## config.mk

```make
export PLATFORM = sky130hd
export DESIGN_NAME = logic_unit_arbiter
export DESIGN_NICKNAME = d
export VERILOG_FILES = /design/src/rtl/logic_unit_arbiter.sv
export SDC_FILE = /design/constraint.sdc
export NUM_CORES = 1
export LEC_CHECK = 0
export BUFFER_PORTS_ARGS = -buffer_cell sky130_fd_sc_hd__buf_2
export CAP_MARGIN = 25
export CORE_MARGIN = 1.5
export CORE_UTILIZATION = 49
export CTS_BUF_LIST = sky130_fd_sc_hd__clkbuf_16
export DETAILED_ROUTE_END_ITERATION = 8
export PLACE_DENSITY = 0.91
export SLEW_MARGIN = 20
export SYNTH_ARGS = -nofsm -noshare
export SYNTH_HDL_FRONTEND = slang
export SYNTH_SLANG_ARGS = --single-unit
```

## constraint.sdc

```tcl
create_clock -name clk -period 2.3 [get_ports clk]
set_input_delay 0.46 -clock clk [delete_from_list [all_inputs] [get_ports clk]]
set_output_delay 0.46 -clock clk [all_outputs]
set_load 0.02 [all_outputs]
```

## src/rtl/logic_unit_arbiter.sv

```systemverilog
// Round-robin arbiter sharing one bitwise logic unit between two requesters.
// Optional grant counters are enabled with LU_PERF_CNT_EN.
module logic_unit_arbiter #(
    parameter int WIDTH = 16
`ifdef LU_PERF_CNT_EN
    ,
    parameter int CNT_W = 16
`endif
) (
    input  logic             clk,
    input  logic             rst_n,
    input  logic             req0_valid,
    output logic             req0_ready,
    input  logic [1:0]       req0_op,
    input  logic [WIDTH-1:0] req0_a,
    input  logic [WIDTH-1:0] req0_b,
    input  logic             req1_valid,
    output logic             req1_ready,
    input  logic [1:0]       req1_op,
    input  logic [WIDTH-1:0] req1_a,
    input  logic [WIDTH-1:0] req1_b,
    output logic             resp_valid,
    input  logic             resp_ready,
    output logic             resp_id,
    output logic [WIDTH-1:0] resp_data
`ifdef LU_PERF_CNT_EN
    ,
    output logic [CNT_W-1:0] grant_cnt0,
    output logic [CNT_W-1:0] grant_cnt1
`endif
);

    typedef enum logic {
        EMPTY = 1'b0,
        FULL  = 1'b1
    } state_t;

    state_t state;
    state_t state_nx;

    logic             accept;
    logic             prio;
    logic             grant;
    logic             win;
    logic [1:0]       win_op;
    logic [WIDTH-1:0] win_a;
    logic [WIDTH-1:0] win_b;
    logic [WIDTH-1:0] result;

    // Slot occupancy state register
    always_ff @(posedge clk or negedge rst_n) begin
        if (!rst_n) begin
            state <= EMPTY;
        end else begin
            state <= state_nx;
        end
    end

    // Slot fills on any grant, drains when consumer takes it without refill
    always_comb begin
        state_nx = state;
        unique case (state)
            EMPTY: begin
                if (grant) state_nx = FULL;
            end
            FULL: begin
                if (grant) begin
                    state_nx = FULL;
                end else if (resp_ready) begin
                    state_nx = EMPTY;
                end
            end
            default: state_nx = EMPTY;
        endcase
    end

    // Slot outputs and acceptance (drain and refill in the same cycle)
    always_comb begin
        resp_valid = (state == FULL);
        accept     = (state == EMPTY) || resp_ready;
    end

    // Round-robin pick: sole requester wins, contention resolved by prio
    always_comb begin
        grant = 1'b0;
        win   = 1'b0;
        if (req0_valid && req1_valid) begin
            grant = accept;
            win   = prio;
        end else if (req0_valid) begin
            grant = accept;
            win   = 1'b0;
        end else if (req1_valid) begin
            grant = accept;
            win   = 1'b1;
        end
        req0_ready = grant && !win;
        req1_ready = grant && win;
    end

    // Operand mux and the shared bitwise datapath
    always_comb begin
        win_op = win ? req1_op : req0_op;
        win_a  = win ? req1_a  : req0_a;
        win_b  = win ? req1_b  : req0_b;
        unique case (win_op)
            2'b00:   result = win_a | win_b;
            2'b01:   result = win_a & win_b;
            2'b10:   result = win_a ^ win_b;
            2'b11:   result = win_a & ~win_b;
            default: result = '0;
        endcase
    end

    // Capture winner result and rotate priority away from the winner
    always_ff @(posedge clk or negedge rst_n) begin
        if (!rst_n) begin
            resp_data <= '0;
            resp_id   <= 1'b0;
            prio      <= 1'b0;
        end else if (grant) begin
            resp_data <= result;
            resp_id   <= win;
            prio      <= ~win;
        end
    end

`ifdef LU_PERF_CNT_EN
    // Saturating per-requester grant counters
    always_ff @(posedge clk or negedge rst_n) begin
        if (!rst_n) begin
            grant_cnt0 <= '0;
            grant_cnt1 <= '0;
        end else if (grant) begin
            if (!win && (grant_cnt0 != '1)) grant_cnt0 <= grant_cnt0 + 1'b1;
            if (win && (grant_cnt1 != '1))  grant_cnt1 <= grant_cnt1 + 1'b1;
        end
    end
`endif

endmodule
```

### Yosys cells after proc, flatten, opt, wreduce, memory -nomap -nowiden

Cells that the tools add are included.
W data, S select, Z words.

| storage, ports and cells | value |
|---|---|
| register bits | 19 |
| input bits | 73 |
| output and inout port bits | 20 |
| logic and storage cells | 34 |

| operators by class | value |
|---|---|
| equal/unequal tests | 3 |
| muxes and demuxes | 14 |
| bitwise logic cells | 7 |
| reductions and logical operators | 6 |

Operators by type and width:

| cell | number |
|---|---|
| $pmux W16 S4 | 1 |
| $and A16 B16 Y16 | 2 |
| $mux W16 | 2 |
| $not A16 Y16 | 1 |
| $or A16 B16 Y16 | 1 |
| $xor A16 B16 Y16 | 1 |
| $mux W1 | 9 |
| $eq A2 B2 Y1 const B | 2 |
| $logic_and A1 B1 Y1 | 3 |
| $eq A2 B1 Y1 const B | 1 |
| $logic_not A2 Y1 | 1 |
| $mux W2 | 1 |
| $not A1 Y1 | 2 |
| $pmux W1 S2 | 1 |
| $logic_not A1 Y1 | 1 |
| $logic_or A1 B1 Y1 | 1 |

### Logic depth before layout (Yosys ltp)

Gate-level depths: netlist of the first run.

| logic depth | value |
|---|---|
| word-level depth | 7 |
| gate-level depth with buffers | 9 |
| depth with buffers taken out | 7 |

### Worst setup path after synthesis of the first run

OpenSTA, ideal clock, no wires.

| timing | value |
|---|---|
| path kind | input port to flip-flop |
| start | input port req1_valid |
| end | register resp_data[12] |
| library setup time | 0.135 ns |
| arrival time | 1.988 ns |
| data required time | 2.165 ns |
| slack | 0.177 ns |
| stages on the path | 7 |
| path buffers | 2 |
| path through | a21boi_4 -> buf_2 -> buf_2 -> mux2i_1 -> ha_1 -> a221oi_1 -> o31ai_1 |

| on the way | value |
|---|---|
| word-level cells in the longest chain between the ends | 7 |
| elaborated cells on any way between the ends | 20 |
| classes of those cells | eq/ne (3); mux (10); bitwise (5); reduce/logical (2) |

RTL lines:

| what | line | text |
|---|---|---|
| from (decl) | 17 | `input logic req1_valid,` |
| $mux W1 | 93 | `end else if (req1_valid) begin` |
| $mux W1 | 90 | `end else if (req0_valid) begin` |
| $mux W1 | 87 | `if (req0_valid && req1_valid) begin` |
| $mux W16 | 105 | `win_b = win ? req1_b : req0_b;` |
| $not A16 Y16 | 110 | `2'b11: result = win_a & ~win_b;` |
| $and A16 B16 Y16 | 110 |  |
| $pmux W16 S4 | 106 | `unique case (win_op)` |
| to (signal assigned) | 122 | `resp_data <= result;` |
| to (decl) | 25 | `output logic [WIDTH-1:0] resp_data` |

Several ways; a longest one is shown, not always the timed one.
A chain may end at the register's enable or synchronous reset.

### Worst setup path after layout of the first run

| timing | value |
|---|---|
| start | register prio |
| end | register resp_data[8] |

| on the way | value |
|---|---|
| word-level cells in the longest chain between the ends | 5 |
| elaborated cells on any way between the ends | 14 |
| classes of those cells | eq/ne (3); mux (5); bitwise (5); reduce/logical (1) |

RTL lines:

| what | line | text |
|---|---|---|
| from (decl) | 42 | `logic prio;` |
| from (signal assigned) | 124 | `prio <= ~win;` |
| $mux W1 (*) | 87 |  |
| $mux W16 | 105 |  |
| $not A16 Y16 | 110 |  |
| $and A16 B16 Y16 | 110 |  |
| $pmux W16 S4 (*) | 106 |  |

Mark *: on every way between the ends. The rest lies on a longest branch, timed or not.

==> results.cfg, run 1 <==
[route]
dr.pass1.iters = 4
drt_wl_total_mm = 6.22
drcViolationCount = 0
avgViaCountPerCell = 6.01
antenna_left = 0
first_iter_violations = 146
wl_per_cell_um = 15.8
via_count = 2369

[clock_tree]
htreeDepth = 1
clockBufferDepth = 2
numCtsBuffers = 3
cts.sinks = 19
post_cts_buffers = 0
clock_latency_ns = 0.25
hold_buffers = 0
cts_resized = 0
root_buffer = clkbuf_16
clk_pin_slew_ns = 0.06
cts_tree = done

[floorplan]
core_um2 = 4320
rows = 24
die_y_um = 70
start_util_pct = 50.9
die_w_um = 70
pin_count = 93
die_area_um2 = 4900

[critical_path]
crit_path_start_kind = flip-flop
critPathMaxStageDelay_ns = 0.36
cp_data_arrival_time_ns = 2.06
crit_fanout = 29
r2r_start = prio
worstPathRequired_ns = 2.44
rrSetupSlack_ns = 0.38
rr_endpoint = resp_data[8]
r2r_cells = 7
critPathSlowestCell = dfrtp_1
worstPathCellList = inv_1, a21boi_4, buf_12, mux2i_1, ha_1, a221oi_1, o31ai_1
cp-end-kind = flip-flop
path_class = reg -> reg

[cells_and_area]
final_common_cell = buf_2
area_delta_synth_final_pct = 28.8
antenna_cells = 0
layout.nets = 432
layout-drive-gt1-share_pct = 33.6
fillers = 375
final_cell_mix = buf_2, mux2i_1, xor2_1

[pwr]
cellLeakagePower_nw = 1.41
p_sw_share_pct = 38.3
p_clk_share_pct = 24.0
power_density_nw_per_um2 = 540
fin_total_pwr_w = 0.00153
switchingPower_w = 0.000587
p_seq_share_pct = 29.0
pwr-share-comb_pct = 47.0
worst_ir_drop_vdd_mv = 0.303
power.internal_w = 0.000944

[yosys]
synth_edf_count = 0
synth_nets = 341
synth.avg_cell_area_um2 = 8.73
yosys_warnings = 0
synth_ff_type = dfrtp_1
syn_area_um2 = 2200
yosysUniqueCellTypes = 31
synth-seq-cells = 19
seq_area_frac_synth_pct = 21.6
netlist_instances = 252
synthArstFlopShare_pct = 100

[global_routing]
grt-ovfl-total = 0
grt_max_degree = 30
grt_usage_pct = 26.0
grt_pass1_vias = 2293
antenna_found_initial = 0
grt_pass1_wl_mm = 10.4

[sta]
period_needed_ns = 1.92
rsz0062_at_grt = no
skew_ns = 0.00383
fmax_mhz = 521
finalHoldViolations = 0
final.setup.tns_ns = 0
relSlewSlack_pct = 66.4
drv_slew = 0
finalCritPeriodShare_pct = 83.4
setup_viol = 0
tightest_slew_ns = 0.505

[place]
gp_congestion = 0.810
dp_hpwl_mm = 4.76
port_buffers = 92

[status]
status = finished, final reports clean

[flow_run]
maxCapViolCount = 0

[min_path]
hold_path.class = in -> async
-- stage by stage --
step	setup slack (ns)	hold slack [ns]	utilization, %	std cells	instance area [um^2]
2_1_floorplan	0.177	0.164	-	252	2200
3_3_place_gp	0.249	0.438	63.7	390	2760
3_5_place_dp	0.155	0.456	63.7	390	2760
4_1_cts	0.382	0.178	65.5	394	2830
5_1_grt	0.211	0.203	65.5	394	2830
6_report	0.382	0.171	65.5	394	2830
-- registers in the layout (all words and copies together), names as in the netlist --
signal / cells
resp_data: 16
prio: 1
resp_id: 1
resp_valid: 1
-- worst max-delay path by stage --
stage                    endpoint  depth (start not counted)        from  slack (ns)
global placement    resp_data[10]                          7  req1_valid        0.25
CTS                  resp_data[8]                          7        prio        0.38
global route        resp_data[10]                          7        prio        0.21
finish               resp_data[8]                          7        prio        0.38
floorplan           resp_data[12]                          7  req1_valid        0.18
detailed placement   resp_data[8]                          7  req1_valid        0.16
-- critical path: cells and delay by family (launching register included) --
family | cells | cell delay, ns
flip-flops | 1 | 0.36
adder cells (fa/ha/maj) | 1 | 0.25
AO/OA/AOI/OAI | 3 | 0.62
buffers and inverters | 2 | 0.33
multiplexers | 1 | 0.23
-- area by class of cell --
cell class                 count  area [um^2]  area share, %
timing repair buffer         105          571           20.1
inverter                      13         48.8           1.72
clock buffer                   3         75.1           2.65
clock inverter                 1         3.75          0.132
tap                           52         65.1           2.30
sequential                    19          475           16.8
multi-input combinational    201         1600           56.3
-- power by group through the flow --
| stage | combinational, W | sequential [W] | clock, W |
|---|---|---|---|
| after global placement | 0.000691 | 0.000447 | 0 |
| after detailed placement | 0.000715 | 0.000445 | 0 |
| after global routing | 0.000792 | 0.000451 | 0.000380 |
| after floorplan | 0.000368 | 0.000526 | 0 |
| after CTS | 0.000718 | 0.000443 | 0.000369 |
| final | 0.000720 | 0.000444 | 0.000368 |
-- kinds of logic (layout without fill, tap and decap cells) --
group,after synthesis,count (layout),synth area share [%]
AOI/OAI and AO/OA,69,69,22.6
xor gates and xnor gates,22,22,8.76
adders and majority gates,16,16,9.10
buffers and inverters,32,122,6.20
DFF,19,19,21.6
muxes,46,46,21.0
and+or+nand+nor,48,48,10.7
-- cell usage after synthesis (2+ instances only) --
| cell type | number | area, um^2 |
|---|---|---|
| mux2_2 | 2 | 22.5 |
| nand2_1 | 13 | 48.8 |
| nand4_1 | 2 | 12.5 |
| clkbuf_1 | 8 | 30.0 |
| dfrtp_1 | 19 | 475 |
| or4_1 | 6 | 45.0 |
| mux2i_1 | 44 | 440 |
| a32o_1 | 5 | 50.1 |
| o31ai_1 | 5 | 37.5 |
| a21oi_1 | 18 | 90.1 |
| ha_1 | 16 | 200 |
| xor2_1 | 22 | 193 |
| a41oi_1 | 4 | 35.0 |
| nor2_1 | 12 | 45.0 |
| o211ai_1 | 16 | 120 |
| buf_2 | 10 | 50.1 |
| a221oi_1 | 5 | 43.8 |
| nand3_1 | 8 | 40.0 |
| inv_1 | 13 | 48.8 |
| nand2b_1 | 6 | 37.5 |
| a21boi_0 | 4 | 30.0 |
| o21ai_0 | 5 | 25.0 |
-- per-layer routing --
layer / share of wire [%] / wire length, um / track usage (%) / vias up
met1: 43 / 2700 / 35.0 / 1142
met4: 1.4 / 87 / 9.19 / 0
met5: 0 / 0 / 0 / -
met3: 6.5 / 406 / 3.03 / 8
met2: 49 / 3020 / 43.0 / 96
li1: - / - / - / 1123
(Power assumes the default switching activity.)
==> run 2: changes to the inputs <==
==> constraint.sdc (replaced) <==
create_clock -name clk -period 2 [get_ports clk]
set_input_delay 0.4 -clock clk [delete_from_list [all_inputs] [get_ports clk]]
set_output_delay 0.4 -clock clk [all_outputs]
set_load 0.02 [all_outputs]
==> run 2 against run 1 <==
  * Count of clock-buffer cells in the layout unchanged
  * Combinational power rose by 17%
  * Largest power group unchanged
  * Fmax fell by 2.4%
  * Via count up 0.25%
  * Non-clock buffer count grew 4
  * Cell count increased by 1.0%
==> results.cfg, run 2 (same netlist as run 1, synthesis figures left out) <==
[status]
status = finished, final reports clean

[critical_path]
rr_endpoint = resp_data[2]
crit_path_start_kind = flip-flop
r2r_start = prio
cp_data_arrival_time_ns = 2.10
worstPathRequired_ns = 2.14
cp-end-kind = flip-flop
critPathMaxStageDelay_ns = 0.37
critPathCapture = resp_data[2]
rrSetupSlack_ns = 0.03
crit_family = compound AO/OA/AOI/OAI gates
cp-startpoint = prio
cp.depth = 7
critPathSlowestCell = dfrtp_1
r2r_cells = 7
cp_num_buf_inv = 2
crit_fanout = 15
path_class = reg -> reg
worstPathCellList = inv_1, a21boi_4, buf_12, mux2i_1, ha_1, a221oi_1, o31ai_1

[cells_and_area]
fin_area_um2 = 2890
largest_reg_flops = 16
final_common_cell = buf_2
final_cell_mix = buf_2, mux2i_1, xor2_1
area_delta_synth_final_pct = 31.2
regMostFlops = resp_data
layout.nets = 436
antenna_cells = 0
layout-drive-gt1-share_pct = 34.7

[sta]
relSlewSlack_pct = 69.4
final.setup.tns_ns = 0
whs_ns = 0.0890
skew_ns = 0.00190
finalHoldViolations = 0
tightest_slew_ns = 0.459
drv_slew = 0
finalCritPeriodShare_pct = 98.3
setup_viol = 0
period_needed_ns = 1.97
fmax_mhz = 509
timing.final.ws_setup_ns = 0.0346
rsz0062_at_grt = yes

[pwr]
fin_total_pwr_w = 0.00178
power.internal_w = 0.00110
switchingPower_w = 0.000682
p_sw_share_pct = 38.3
power_density_nw_per_um2 = 617
cellLeakagePower_nw = 1.44
pwr-share-comb_pct = 47.4
p_clk_share_pct = 24.0
p_seq_share_pct = 28.6
worst_ir_drop_vdd_mv = 0.373

[clock_tree]
numCtsBuffers = 3
cts.sinks = 19
root_buffer = clkbuf_16
clockBufferDepth = 2
htreeDepth = 1
clock_latency_ns = 0.25
cts_tree = done
clk_pin_slew_ns = 0.06

[floorplan]
die_w_um = 70
rows = 24
die_area_um2 = 4900
die_y_um = 70
start_util_pct = 50.9
pin_count = 93
core_um2 = 4320

[route]
via_count = 2375
antenna_left = 0
drcViolationCount = 0
first_iter_violations = 135
avgViaCountPerCell = 5.97
wl_per_cell_um = 15.9
dr.pass1.iters = 4
drt_wl_total_mm = 6.33

[global_routing]
grt_pass1_wl_mm = 10.5
grt_usage_pct = 25.9
grt_max_degree = 21
grt_pass1_vias = 2331
antenna_found_initial = 0
grt-ovfl-total = 0

[place]
port_buffers = 92
dp_slack_ns = -0.0826
gp_congestion = 0.856
placed_cell_area_um2 = 2800
dp_hpwl_mm = 4.95

[min_path]
hold_path.class = in -> async

[flow_run]
maxCapViolCount = 0
==> run 2: worst min-delay path by stage <==
stage | start | endpoint | slack, ns | depth (start not counted)
2_1_floorplan | rst_n | prio | 0.10 | 0
3_3_place_gp | rst_n | resp_data[9] | 0.37 | 1
3_5_place_dp | rst_n | resp_data[9] | 0.38 | 1
4_1_cts | rst_n | resp_data[9] | 0.11 | 1
5_1_grt | rst_n | resp_data[9] | 0.14 | 1
6_report | rst_n | resp_data[9] | 0.09 | 1
==> run 2: metrics by stage <==
stage / utilization [%] / std cells
floorplan: - / 252
global placement: 64.7 / 394
detailed placement: 64.7 / 394
CTS: 66.5 / 398
global route: 66.8 / 398
finish: 66.8 / 398
==> run 2: final cells by class <==
class	instances	area [um^2]
multi-input cells	201	1600
well taps	52	65.1
flip-flops and latches	19	475
repair buffers	109	617
clock inverters	1	3.75
fillers	367	1440
clock buffers	3	75.1
inverters	13	48.8
==> run 2: metal layers <==
metal	global-route usage (%)	wire length [um]
met1	33.2	2670
met2	45.3	3090
met3	5.63	535
met4	4.70	37
met5	0	0
==> run 2: repair_timing <==
action                                  CTS  global route
endpoints found under the setup margin    0             7
setup buffers                             0             0
hold buffers                              0             0
resized for setup                         0             2
==> run 2: power by group through the flow <==
stage | clock network (W) | logic (W) | registers, W
2_1_floorplan | 0 | 0.000423 | 0.000605
3_5_place_dp | 0 | 0.000835 | 0.000513
4_1_cts | 0.000428 | 0.000840 | 0.000509
6_report | 0.000428 | 0.000844 | 0.000509
3_3_place_gp | 0 | 0.000803 | 0.000512
5_1_grt | 0.000439 | 0.000922 | 0.000518
